### src/rtl/debug_uart_cmd_rx.sv
// Host debug link receive path: 8N1 deserialiser, one-byte holding register and command parser
// that drives the debugger bus master and queues response bytes for the UART transmitter.
`timescale 1ns/1ps
module debug_uart_cmd_rx #(
    parameter int CLKS_PER_BIT = 431,
    parameter int SYNC_STAGES  = 2
) (
    input  logic        clk,
    input  logic        asyncrst_n,
    input  logic        rx,
    output logic        bus_req,
    output logic        bus_we,
    output logic [31:0] bus_addr,
    output logic [31:0] bus_wdata,
    input  logic [31:0] bus_rdata,
    input  logic        bus_ack,
    output logic [7:0]  tx_data,
    output logic        tx_valid,
    input  logic        tx_ready,
    output logic        core_rst,
    output logic        frame_err,
    output logic        overrun
);

    localparam int CW = (CLKS_PER_BIT > 2) ? $clog2(CLKS_PER_BIT) : 1;
    localparam logic [CW-1:0] FULL_LAST = CW'(CLKS_PER_BIT - 1);
    localparam logic [CW-1:0] HALF_LAST = CW'(CLKS_PER_BIT / 2 - 1);

    localparam logic [6:0] OP_SET_COUNT = 7'd2;
    localparam logic [6:0] OP_SET_ADDR  = 7'd3;
    localparam logic [6:0] OP_READ      = 7'd4;
    localparam logic [6:0] OP_WRITE     = 7'd5;
    localparam logic [6:0] OP_ALIVE     = 7'd6;
    localparam logic [6:0] OP_CORE_RST  = 7'd7;
    localparam logic [6:0] OP_CORE_NORM = 7'd8;

    typedef enum logic [2:0] {
        RX_IDLE,
        RX_START,
        RX_DATA,
        RX_STOP,
        RX_WAIT_HIGH
    } rx_state_t;

    typedef enum logic [1:0] {
        P_CMD,
        P_ARG,
        P_EXEC,
        P_RESP
    } p_state_t;

    logic [SYNC_STAGES-1:0] sync_reg;
    logic                   rx_s;
    logic                   rx_prev_reg;

    rx_state_t              rx_state_reg;
    logic [CW-1:0]          bit_cnt_reg;
    logic [2:0]             bit_idx_reg;
    logic [7:0]             shift_reg;
    logic [7:0]             byte_reg;
    logic                   byte_strobe_reg;

    logic                   hold_valid_reg;
    logic [7:0]             hold_data_reg;
    logic                   hold_take;

    p_state_t               p_state_reg;
    logic [6:0]             op_reg;
    logic [2:0]             arg_left_reg;
    logic [23:0]            arg_shift_reg;
    logic [7:0]             count_reg;
    logic [7:0]             reads_left_reg;
    logic [23:0]            resp_buf_reg;
    logic [1:0]             resp_left_reg;

    // Synchroniser idles high so leaving reset never looks like a start bit.
    always_ff @(posedge clk or negedge asyncrst_n) begin
        if (!asyncrst_n) begin
            sync_reg <= '1;
        end else begin
            sync_reg <= {sync_reg[SYNC_STAGES-2:0], rx};
        end
    end

    assign rx_s = sync_reg[SYNC_STAGES-1];

    always_ff @(posedge clk or negedge asyncrst_n) begin
        if (!asyncrst_n) begin
            rx_state_reg    <= RX_IDLE;
            rx_prev_reg     <= 1'b1;
            bit_cnt_reg     <= '0;
            bit_idx_reg     <= 3'd0;
            shift_reg       <= 8'h00;
            byte_reg        <= 8'h00;
            byte_strobe_reg <= 1'b0;
            frame_err       <= 1'b0;
        end else begin
            rx_prev_reg     <= rx_s;
            byte_strobe_reg <= 1'b0;
            frame_err       <= 1'b0;
            case (rx_state_reg)
                RX_IDLE: begin
                    if (rx_prev_reg && !rx_s) begin
                        rx_state_reg <= RX_START;
                        bit_cnt_reg  <= '0;
                    end
                end
                RX_START: begin
                    if (bit_cnt_reg == HALF_LAST) begin
                        bit_cnt_reg <= '0;
                        if (!rx_s) begin
                            rx_state_reg <= RX_DATA;
                            bit_idx_reg  <= 3'd0;
                        end else begin
                            rx_state_reg <= RX_IDLE;
                        end
                    end else begin
                        bit_cnt_reg <= bit_cnt_reg + 1'b1;
                    end
                end
                RX_DATA: begin
                    if (bit_cnt_reg == FULL_LAST) begin
                        bit_cnt_reg <= '0;
                        shift_reg   <= {rx_s, shift_reg[7:1]};
                        bit_idx_reg <= bit_idx_reg + 3'd1;
                        if (bit_idx_reg == 3'd7) begin
                            rx_state_reg <= RX_STOP;
                        end
                    end else begin
                        bit_cnt_reg <= bit_cnt_reg + 1'b1;
                    end
                end
                RX_STOP: begin
                    if (bit_cnt_reg == FULL_LAST) begin
                        bit_cnt_reg <= '0;
                        if (rx_s) begin
                            byte_reg        <= shift_reg;
                            byte_strobe_reg <= 1'b1;
                            rx_state_reg    <= RX_IDLE;
                        end else begin
                            frame_err    <= 1'b1;
                            rx_state_reg <= RX_WAIT_HIGH;
                        end
                    end else begin
                        bit_cnt_reg <= bit_cnt_reg + 1'b1;
                    end
                end
                RX_WAIT_HIGH: begin
                    if (rx_s) begin
                        rx_state_reg <= RX_IDLE;
                    end
                end
                default: rx_state_reg <= RX_IDLE;
            endcase
        end
    end

    // The parser only drains the holding register while it is collecting command/argument bytes.
    assign hold_take = hold_valid_reg && ((p_state_reg == P_CMD) || (p_state_reg == P_ARG));

    always_ff @(posedge clk or negedge asyncrst_n) begin
        if (!asyncrst_n) begin
            hold_valid_reg <= 1'b0;
            hold_data_reg  <= 8'h00;
            overrun        <= 1'b0;
        end else begin
            overrun <= 1'b0;
            if (byte_strobe_reg) begin
                if (hold_valid_reg && !hold_take) begin
                    overrun <= 1'b1;
                end else begin
                    hold_data_reg  <= byte_reg;
                    hold_valid_reg <= 1'b1;
                end
            end else if (hold_take) begin
                hold_valid_reg <= 1'b0;
            end
        end
    end

    always_ff @(posedge clk or negedge asyncrst_n) begin
        if (!asyncrst_n) begin
            p_state_reg    <= P_CMD;
            op_reg         <= 7'd0;
            arg_left_reg   <= 3'd0;
            arg_shift_reg  <= 24'h0;
            count_reg      <= 8'd1;
            reads_left_reg <= 8'd0;
            resp_buf_reg   <= 24'h0;
            resp_left_reg  <= 2'd0;
            bus_req        <= 1'b0;
            bus_we         <= 1'b0;
            bus_addr       <= 32'h0;
            bus_wdata      <= 32'h0;
            tx_valid       <= 1'b0;
            tx_data        <= 8'h00;
            core_rst       <= 1'b0;
        end else begin
            case (p_state_reg)
                P_CMD: begin
                    if (hold_take && hold_data_reg[7]) begin
                        op_reg <= hold_data_reg[6:0];
                        case (hold_data_reg[6:0])
                            OP_SET_COUNT: begin
                                arg_left_reg <= 3'd1;
                                p_state_reg  <= P_ARG;
                            end
                            OP_SET_ADDR, OP_WRITE: begin
                                arg_left_reg <= 3'd4;
                                p_state_reg  <= P_ARG;
                            end
                            OP_READ: begin
                                if (count_reg != 8'd0) begin
                                    reads_left_reg <= count_reg;
                                    bus_req        <= 1'b1;
                                    bus_we         <= 1'b0;
                                    p_state_reg    <= P_EXEC;
                                end
                            end
                            OP_ALIVE: begin
                                tx_valid      <= 1'b1;
                                tx_data       <= 8'h00;
                                resp_buf_reg  <= {8'hAE, 16'h0000};
                                resp_left_reg <= 2'd1;
                                p_state_reg   <= P_RESP;
                            end
                            OP_CORE_RST:  core_rst <= 1'b1;
                            OP_CORE_NORM: core_rst <= 1'b0;
                            default: ;
                        endcase
                    end
                end
                P_ARG: begin
                    if (hold_take) begin
                        arg_shift_reg <= {arg_shift_reg[15:0], hold_data_reg};
                        if (arg_left_reg == 3'd1) begin
                            p_state_reg <= P_CMD;
                            case (op_reg)
                                OP_SET_COUNT: count_reg <= hold_data_reg;
                                OP_SET_ADDR:  bus_addr  <= {arg_shift_reg, hold_data_reg};
                                OP_WRITE: begin
                                    bus_wdata   <= {arg_shift_reg, hold_data_reg};
                                    bus_req     <= 1'b1;
                                    bus_we      <= 1'b1;
                                    p_state_reg <= P_EXEC;
                                end
                                default: ;
                            endcase
                        end else begin
                            arg_left_reg <= arg_left_reg - 3'd1;
                        end
                    end
                end
                P_EXEC: begin
                    if (bus_ack) begin
                        bus_req  <= 1'b0;
                        bus_we   <= 1'b0;
                        bus_addr <= bus_addr + 32'd4;
                        if (bus_we) begin
                            p_state_reg <= P_CMD;
                        end else begin
                            tx_valid       <= 1'b1;
                            tx_data        <= bus_rdata[31:24];
                            resp_buf_reg   <= bus_rdata[23:0];
                            resp_left_reg  <= 2'd3;
                            reads_left_reg <= reads_left_reg - 8'd1;
                            p_state_reg    <= P_RESP;
                        end
                    end
                end
                P_RESP: begin
                    if (tx_ready) begin
                        if (resp_left_reg == 2'd0) begin
                            tx_valid <= 1'b0;
                            // Remaining reads of a READ_DATA burst chain straight back into EXEC.
                            if (reads_left_reg != 8'd0) begin
                                bus_req     <= 1'b1;
                                bus_we      <= 1'b0;
                                p_state_reg <= P_EXEC;
                            end else begin
                                p_state_reg <= P_CMD;
                            end
                        end else begin
                            tx_data       <= resp_buf_reg[23:16];
                            resp_buf_reg  <= {resp_buf_reg[15:0], 8'h00};
                            resp_left_reg <= resp_left_reg - 2'd1;
                        end
                    end
                end
                default: p_state_reg <= P_CMD;
            endcase
        end
    end

endmodule
### config.mk
export PLATFORM = sky130hd
export DESIGN_NAME = debug_uart_cmd_rx
export DESIGN_NICKNAME = d
export VERILOG_FILES = /design/src/rtl/debug_uart_cmd_rx.sv
export SDC_FILE = /design/constraint.sdc
export NUM_CORES = 1
export LEC_CHECK = 0
export ABC_AREA = 1
export ABC_CLOCK_PERIOD_IN_PS = 1700
export CAP_MARGIN = 20
export CORE_ASPECT_RATIO = 1.1
export CORE_UTILIZATION = 57
export DETAILED_ROUTE_END_ITERATION = 6
export PLACE_DENSITY_LB_ADDON = 0.1
export SLEW_MARGIN = 40
export SYNTH_ARGS = -nofsm -noshare
export SYNTH_HDL_FRONTEND = slang
export SYNTH_SLANG_ARGS = --single-unit
### constraint.sdc
create_clock -name clk -period 1.7 [get_ports clk]
set_input_delay 0.255 -clock clk [delete_from_list [all_inputs] [get_ports clk]]
set_output_delay 0.255 -clock clk [all_outputs]
set_load 0.02 [all_outputs]
==> metrics, run 1 <==
non-filler cells, final 1730; post-synthesis cell count 1283; H-tree depth 4; Synth cell types 44; Routed WL 29900 µm; DR vias/cell 5.61; core area 17300 µm²; unrepaired setup endpoints after global routing true; Vias 9707; global-route wire length before repair 42300 µm; DR WL/cell 17.3 µm; number of flops mapped to enable cells by yosys 0; Die Area 18400 µm²; post-route design area 13800 µm²; crit-path max FO 8; min Tclk post-route 1.76 ns; Placed Area 12100 µm²; cell total after placement 1663; max_cap viols 0; Hold Crit Class primary input to register; Setup TNS -1.66 ns; final setup violation count 61; antenna violations before repair 0; diode count 0; largest net degree at the start of global routing 55; Clock Skew 0.0159 ns; Initial DRC Count 911; total track usage 0.297; final-stage net count 1530; top flop regs bus_addr (32), bus_wdata (32); Die Wd 130 µm; critical path startpoint category register; Worst EP required 2.07 ns; max frequency 0.567 GHz; average instance area after synthesis 7.95 µm²; Setup WS post-layout -0.0649 ns; worst-margin pin slew 0.510 ns; Worst Hold Depth 1; port bufs 114; metal3 WL 1970 µm; CTS root buffer clkbuf_16; hpwl dp 18400 µm; crit path capture type register; Pins Over Slew Limit 0; prevailing post-synth register cell dfrtp_1; vias in the first global route 8628; Final Core Density 0.799; worst r2r path cells 11; HP Start rx; clock buffer depth 2; period utilization 1.04; pre-CTS setup slack -0.0907 ns; row count 50; Layout area overhead 35.2%; failing checks negative setup slack; synthesized flop and latch total 200; status finished, violations left; Cell Pwr Density 725 nW/µm²; initial core utilization 0.591; Clock Latency Late Sink 0.45 ns; Syn Nets 1330; Worst VDD drop 0.000742 V; Pleak 6.86 nW; CP Data Arrival Time 2.14 ns; Mapped Area 10200 µm²; worst min-delay path endpoint sync_reg[0]$_DFF_PN1_; routed length on met2 15100 µm; WL met1 12000 µm; Routed Antenna Nets 0; Top Metal Used met4; io pins 115; DIE HEIGHT 142 µm; sequential cell area fraction in the yosys report 0.491; async set-or-reset flop fraction in the synthesized netlist 1.00; RR Endpoint byte_reg[3]$_DFFE_PN0P_; layout cells sized above 1 0.222; clock slew at reported path FFs 0.08 ns; filler cell count 1135; worst rel slew slack 0.660; FF-to-FF Start bit_cnt_reg[0]$_DFFE_PN0P_; Remaining DRCs 0; drt first pass iters 5; Setup CP Type register to register; CTS tree done; GR Overflow Total 0; Ys Warns 0; R2R Setup Slk -0.06 ns; Final Hold Fails 0; gpl congestion 0.928; CTS Sinks 200; CTS Buf Count 17
synthesized netlist by cell type (2+ instances only):
library cell | number | area, µm²
nor2_4 | 3 | 33.8
nand3b_1 | 11 | 82.6
nand2_4 | 2 | 22.5
or2_1 | 2 | 12.5
ha_1 | 10 | 125
inv_1 | 112 | 420
buf_4 | 4 | 30.0
nor3_1 | 5 | 25.0
nand2_1 | 433 | 1630
nand4_1 | 11 | 68.8
o31ai_1 | 4 | 30.0
xnor2_1 | 3 | 26.3
clkbuf_1 | 12 | 45.0
buf_6 | 17 | 191
nor4_1 | 2 | 12.5
or2_2 | 4 | 25.0
buf_2 | 15 | 75.1
o22ai_1 | 6 | 37.5
inv_2 | 6 | 22.5
nand3_1 | 84 | 420
xor2_1 | 6 | 52.6
nand2_2 | 5 | 31.3
a21oi_1 | 13 | 65.1
dfrtp_1 | 196 | 4900
o21ai_1 | 25 | 125
dfstp_2 | 4 | 105
a22o_1 | 19 | 166
o21ai_0 | 103 | 515
o211ai_1 | 3 | 22.5
nor2_8 | 2 | 40.0
o21ai_2 | 32 | 280
nor2_1 | 117 | 439
cell families (layout without fill, tap and decap cells):
| kind of cell | Yosys count | count (layout) | share of synthesized area |
|---|---|---|---|
| buffers and inverters | 169 | 381 | 0.0790 |
| AOI/OAI and AO/OA | 208 | 208 | 0.124 |
| adders and majority gates | 10 | 10 | 0.0123 |
| xor gates and xnor gates | 9 | 9 | 0.00773 |
| DFF | 200 | 200 | 0.491 |
| and+or+nand+nor | 687 | 688 | 0.285 |
through the flow:
stage	hold WS (ns)	total power, W
after floorplan	-0.0406	0.00534
after global placement	0.257	0.00573
after detailed placement	0.258	0.00575
after CTS	0.229	0.00984
after global routing	0.227	0.0103
final	0.236	0.00999
power breakdown:
| part | switching, W | leakage (nW) | total (W) | internal, W |
|---|---|---|---|---|
| registers | 0.0000804 | 2.69 | 0.00491 | 0.00483 |
| clock network | 0.00209 | 0.291 | 0.00420 | 0.00211 |
| logic | 0.000506 | 3.88 | 0.000882 | 0.000376 |
| total | 0.00267 | 6.86 | 0.00999 | 0.00732 |
area by class of cell:
type,count,area (µm²),area share
Sequential cell,200,5020,0.364
Multi-Input combinational cell,915,4920,0.357
Clock buffer,17,425,0.0309
Clock inverter,15,174,0.0126
Tap cell,234,293,0.0212
Timing Repair Buffer,229,2490,0.181
Inverter,120,465,0.0338
critical path, cell delays in order (launching register included):
cell and delay [ns]:
dfrtp_1 0.39, inv_2 0.09, ha_4 0.14, nand2_4 0.05
nor2_4 0.10, nand2_2 0.08, buf_6 0.13, nor4_4 0.26
buf_6 0.17, clkbuf_16 0.15, nand2_1 0.05, o21ai_0 0.07
placed cells by master (no fill, tap or decap), types with 39 or more instances in the layout:
cell / synthesis / final
buf_4: 4 / 70
clkdlybuf4s50_1: 0 / 46
dfrtp_1: 196 / 191
dlygate4sd2_1: 0 / 39
inv_1: 112 / 110
nand2_1: 433 / 356
nand2_2: 5 / 49
nand3_1: 84 / 82
nor2_1: 117 / 108
o21ai_0: 103 / 83
o21ai_2: 32 / 42
layer usage:
| layer | up-vias | GRT usage |
|---|---|---|
| li1 | 4538 | - |
| met1 | 4670 | 0.407 |
| met2 | 426 | 0.490 |
| met3 | 73 | 0.0451 |
| met4 | 0 | 0.0887 |
| met5 | - | 0 |
timing repair:
action                                  CTS  global route
setup buffers                             2            15
gates cloned                              0            17
hold buffers                              1             0
gates resized for setup                  45           218
endpoints found under the setup margin  126           144
pin swaps                                 0            18
hold endpoints to repair                 45             0
how the worst max path moves through the flow:
| stage | end | slack [ns] | start |
|---|---|---|---|
| floorplan | bus_addr[20]$_DFFE_PN0P_ | 0.006 | bus_addr[2]$_DFFE_PN0P_ |
| global placement | bus_addr[3]$_DFFE_PN0P_ | -0.06 | bus_ack |
| detailed placement | bus_addr[3]$_DFFE_PN0P_ | -0.09 | bus_ack |
| CTS | bus_wdata[6] | 0.00008 | bus_wdata[6]$_DFFE_PN0P_ |
| global route | byte_reg[3]$_DFFE_PN0P_ | -0.15 | bit_cnt_reg[0]$_DFFE_PN0P_ |
| finish | byte_reg[3]$_DFFE_PN0P_ | -0.06 | bit_cnt_reg[0]$_DFFE_PN0P_ |
No activity file was read; power rests on OpenSTA's default activity.
==> run 2: changes to the inputs <==
- GPL_ROUTABILITY_DRIVEN: default -> 0
- REMOVE_ABC_BUFFERS: default -> 1
==> run 2 against run 1 <==
Sequential share of layout area grew 0.91 points. Die area is the same. The flow still finishes with violations (negative setup slack). Critical endpoint is now byte_reg[7]$_DFFE_PN0P_. Sequential cell count is the same. Cell area shrank 2.5%. Critical path type unchanged. Clock-buffer cell count grew 2. Hold slack lost 0.019 ns. Non-clock buffer count shrank 19. Utilization shrank 2.0 points. Sequential power is essentially flat.
==> metrics, run 2 (synthesized netlist as in run 1, its figures left out) <==
Clock Skew 0.0107 ns; CTS Sinks 200; clock buffer depth 2; CTS Buf Count 17; Setup TNS -0.540 ns; crit-path max FO 8; final-stage net count 1510; filler cell count 1212; largest net degree at the start of global routing 48; worst rel slew slack 0.704; CTS tree done; Cell Pwr Density 735 nW/µm²; total track usage 0.287; vias in the first global route 8550; Die Wd 130 µm; antenna violations before repair 0; core area 17300 µm²; failing checks negative setup slack; row count 50; Setup WS post-layout -0.0701 ns; DIE HEIGHT 142 µm; H-tree depth 4; Clock Latency Late Sink 0.44 ns; Routed WL 27400 µm; Vias 9397; Initial DRC Count 738; clock slew at reported path FFs 0.08 ns; layout cells sized above 1 0.198; non-filler cells, final 1710; GR Overflow Total 0; min Tclk post-route 1.77 ns; drt first pass iters 6; period utilization 1.04; Final Hold Fails 0; top flop regs bus_addr (32), bus_wdata (32); Die Area 18400 µm²; pre-CTS setup slack -0.0411 ns; multi-input logic area 4830 µm²; DR vias/cell 5.50; Worst VDD drop 0.000701 V; diode count 0; max_cap viols 0; status finished, violations left; max frequency 0.565 GHz; global-route wire length before repair 41500 µm; initial core utilization 0.591; DR WL/cell 16.0 µm; Seq. cell area 5010 µm²; Pleak 6.41 nW; CP Data Arrival Time 2.13 ns; commonest non-fill, non-tap cell in the layout nand2_1; hpwl dp 17400 µm; io pins 115; Routed Antenna Nets 0; critical path startpoint category register; Setup CP Type register to register; unrepaired setup endpoints after global routing true; Layout area overhead 31.9%; crit path capture type register; final setup violation count 15; port bufs 114; worst-margin pin slew 0.442 ns; Pins Over Slew Limit 0; Final Core Density 0.779; CTS root buffer clkbuf_16; most frequent cells in the layout nand2_1, dfrtp_1, inv_1, nor2_1, nand3_1; Remaining DRCs 0; cell total after placement 1652; Worst EP required 2.06 ns; Hold Crit Class primary input to register
==> run 2: changes by cell type in the layout (fill, tap and decap cells not counted), sizes merged <==
cell           before  now
buf               104   86
clkbuf             28   29
clkdlybuf4s50      46   68
clkinv              4    5
clkinvlp            1    2
dlygate4sd2        39   33
dlymetal6s2s       28   12
inv               129  125
nand2             441  440
==> run 2: final cells by class <==
type                    instances  area share
flip-flops and latches        200       0.373
repair buffers                210       0.168
well taps                     234      0.0218
inverters                     120      0.0348
clock inverters                13      0.0102
clock buffers                  19      0.0329
multi-input cells             914       0.359
==> run 2: power breakdown <==
| part | leakage, nW | internal, W | switching [W] |
|---|---|---|---|
| logic | 3.44 | 0.000395 | 0.000527 |
| clock network | 0.281 | 0.00211 | 0.00193 |
| registers | 2.69 | 0.00483 | 0.0000807 |
| total | 6.41 | 0.00734 | 0.00254 |
==> run 2: stage by stage <==
step                power (W)  hold slack, ns  cell area (µm²)
detailed placement    0.00580           0.226            12000
CTS                   0.00977           0.219            12600
finish                0.00988           0.217            13400
floorplan             0.00534         -0.0406             9850
global route           0.0102           0.218            13400
global placement      0.00577           0.228            12000
==> run 2: path summary, 6_finish.rpt <==
kind,start,to,slack (ns),depth (start not counted)
setup / recovery,bit_cnt_reg[0]$_DFFE_PN0P_,byte_reg[7]$_DFFE_PN0P_,-0.07,11
hold / removal,rx,sync_reg[0]$_DFF_PN1_,0.22,1
max in group asynchronous,asyncrst_n,sync_reg[1]$_DFF_PN1_,0.78,3
hold reg to reg,sync_reg[1]$_DFF_PN1_,rx_prev_reg$_DFF_PN1_,0.38,0
min in group asynchronous,asyncrst_n,bus_wdata[26]$_DFFE_PN0P_,0.33,2
setup reg to reg,bit_cnt_reg[0]$_DFFE_PN0P_,byte_reg[7]$_DFFE_PN0P_,-0.07,11
==> run 2: per-layer routing <==
metal  vias up  track usage  part of all wire
met5         -            0                 0
met4         0       0.0716             0.017
met3        43       0.0398             0.057
met2       323        0.484              0.51
met1      4529        0.392              0.42
li1       4502            -                 -
==> run 2: critical path, stage by stage (launching register included) <==
cell	delay, ns
dfrtp_1	0.40
inv_2	0.09
ha_4	0.15
nand2_4	0.05
nor2_4	0.11
nand2_2	0.07
buf_6	0.13
nor4_4	0.25
buf_6	0.18
clkbuf_16	0.16
nand2_2	0.04
o21ai_1	0.06
==> run 2: what timing repair did <==
item	in CTS	in global routing
hold endpoints to repair	34	0
cloned	1	10
setup endpoints to repair	37	134
setup buffers	2	12
resized for setup	34	186
hold buffers	1	0
pin swaps	1	13
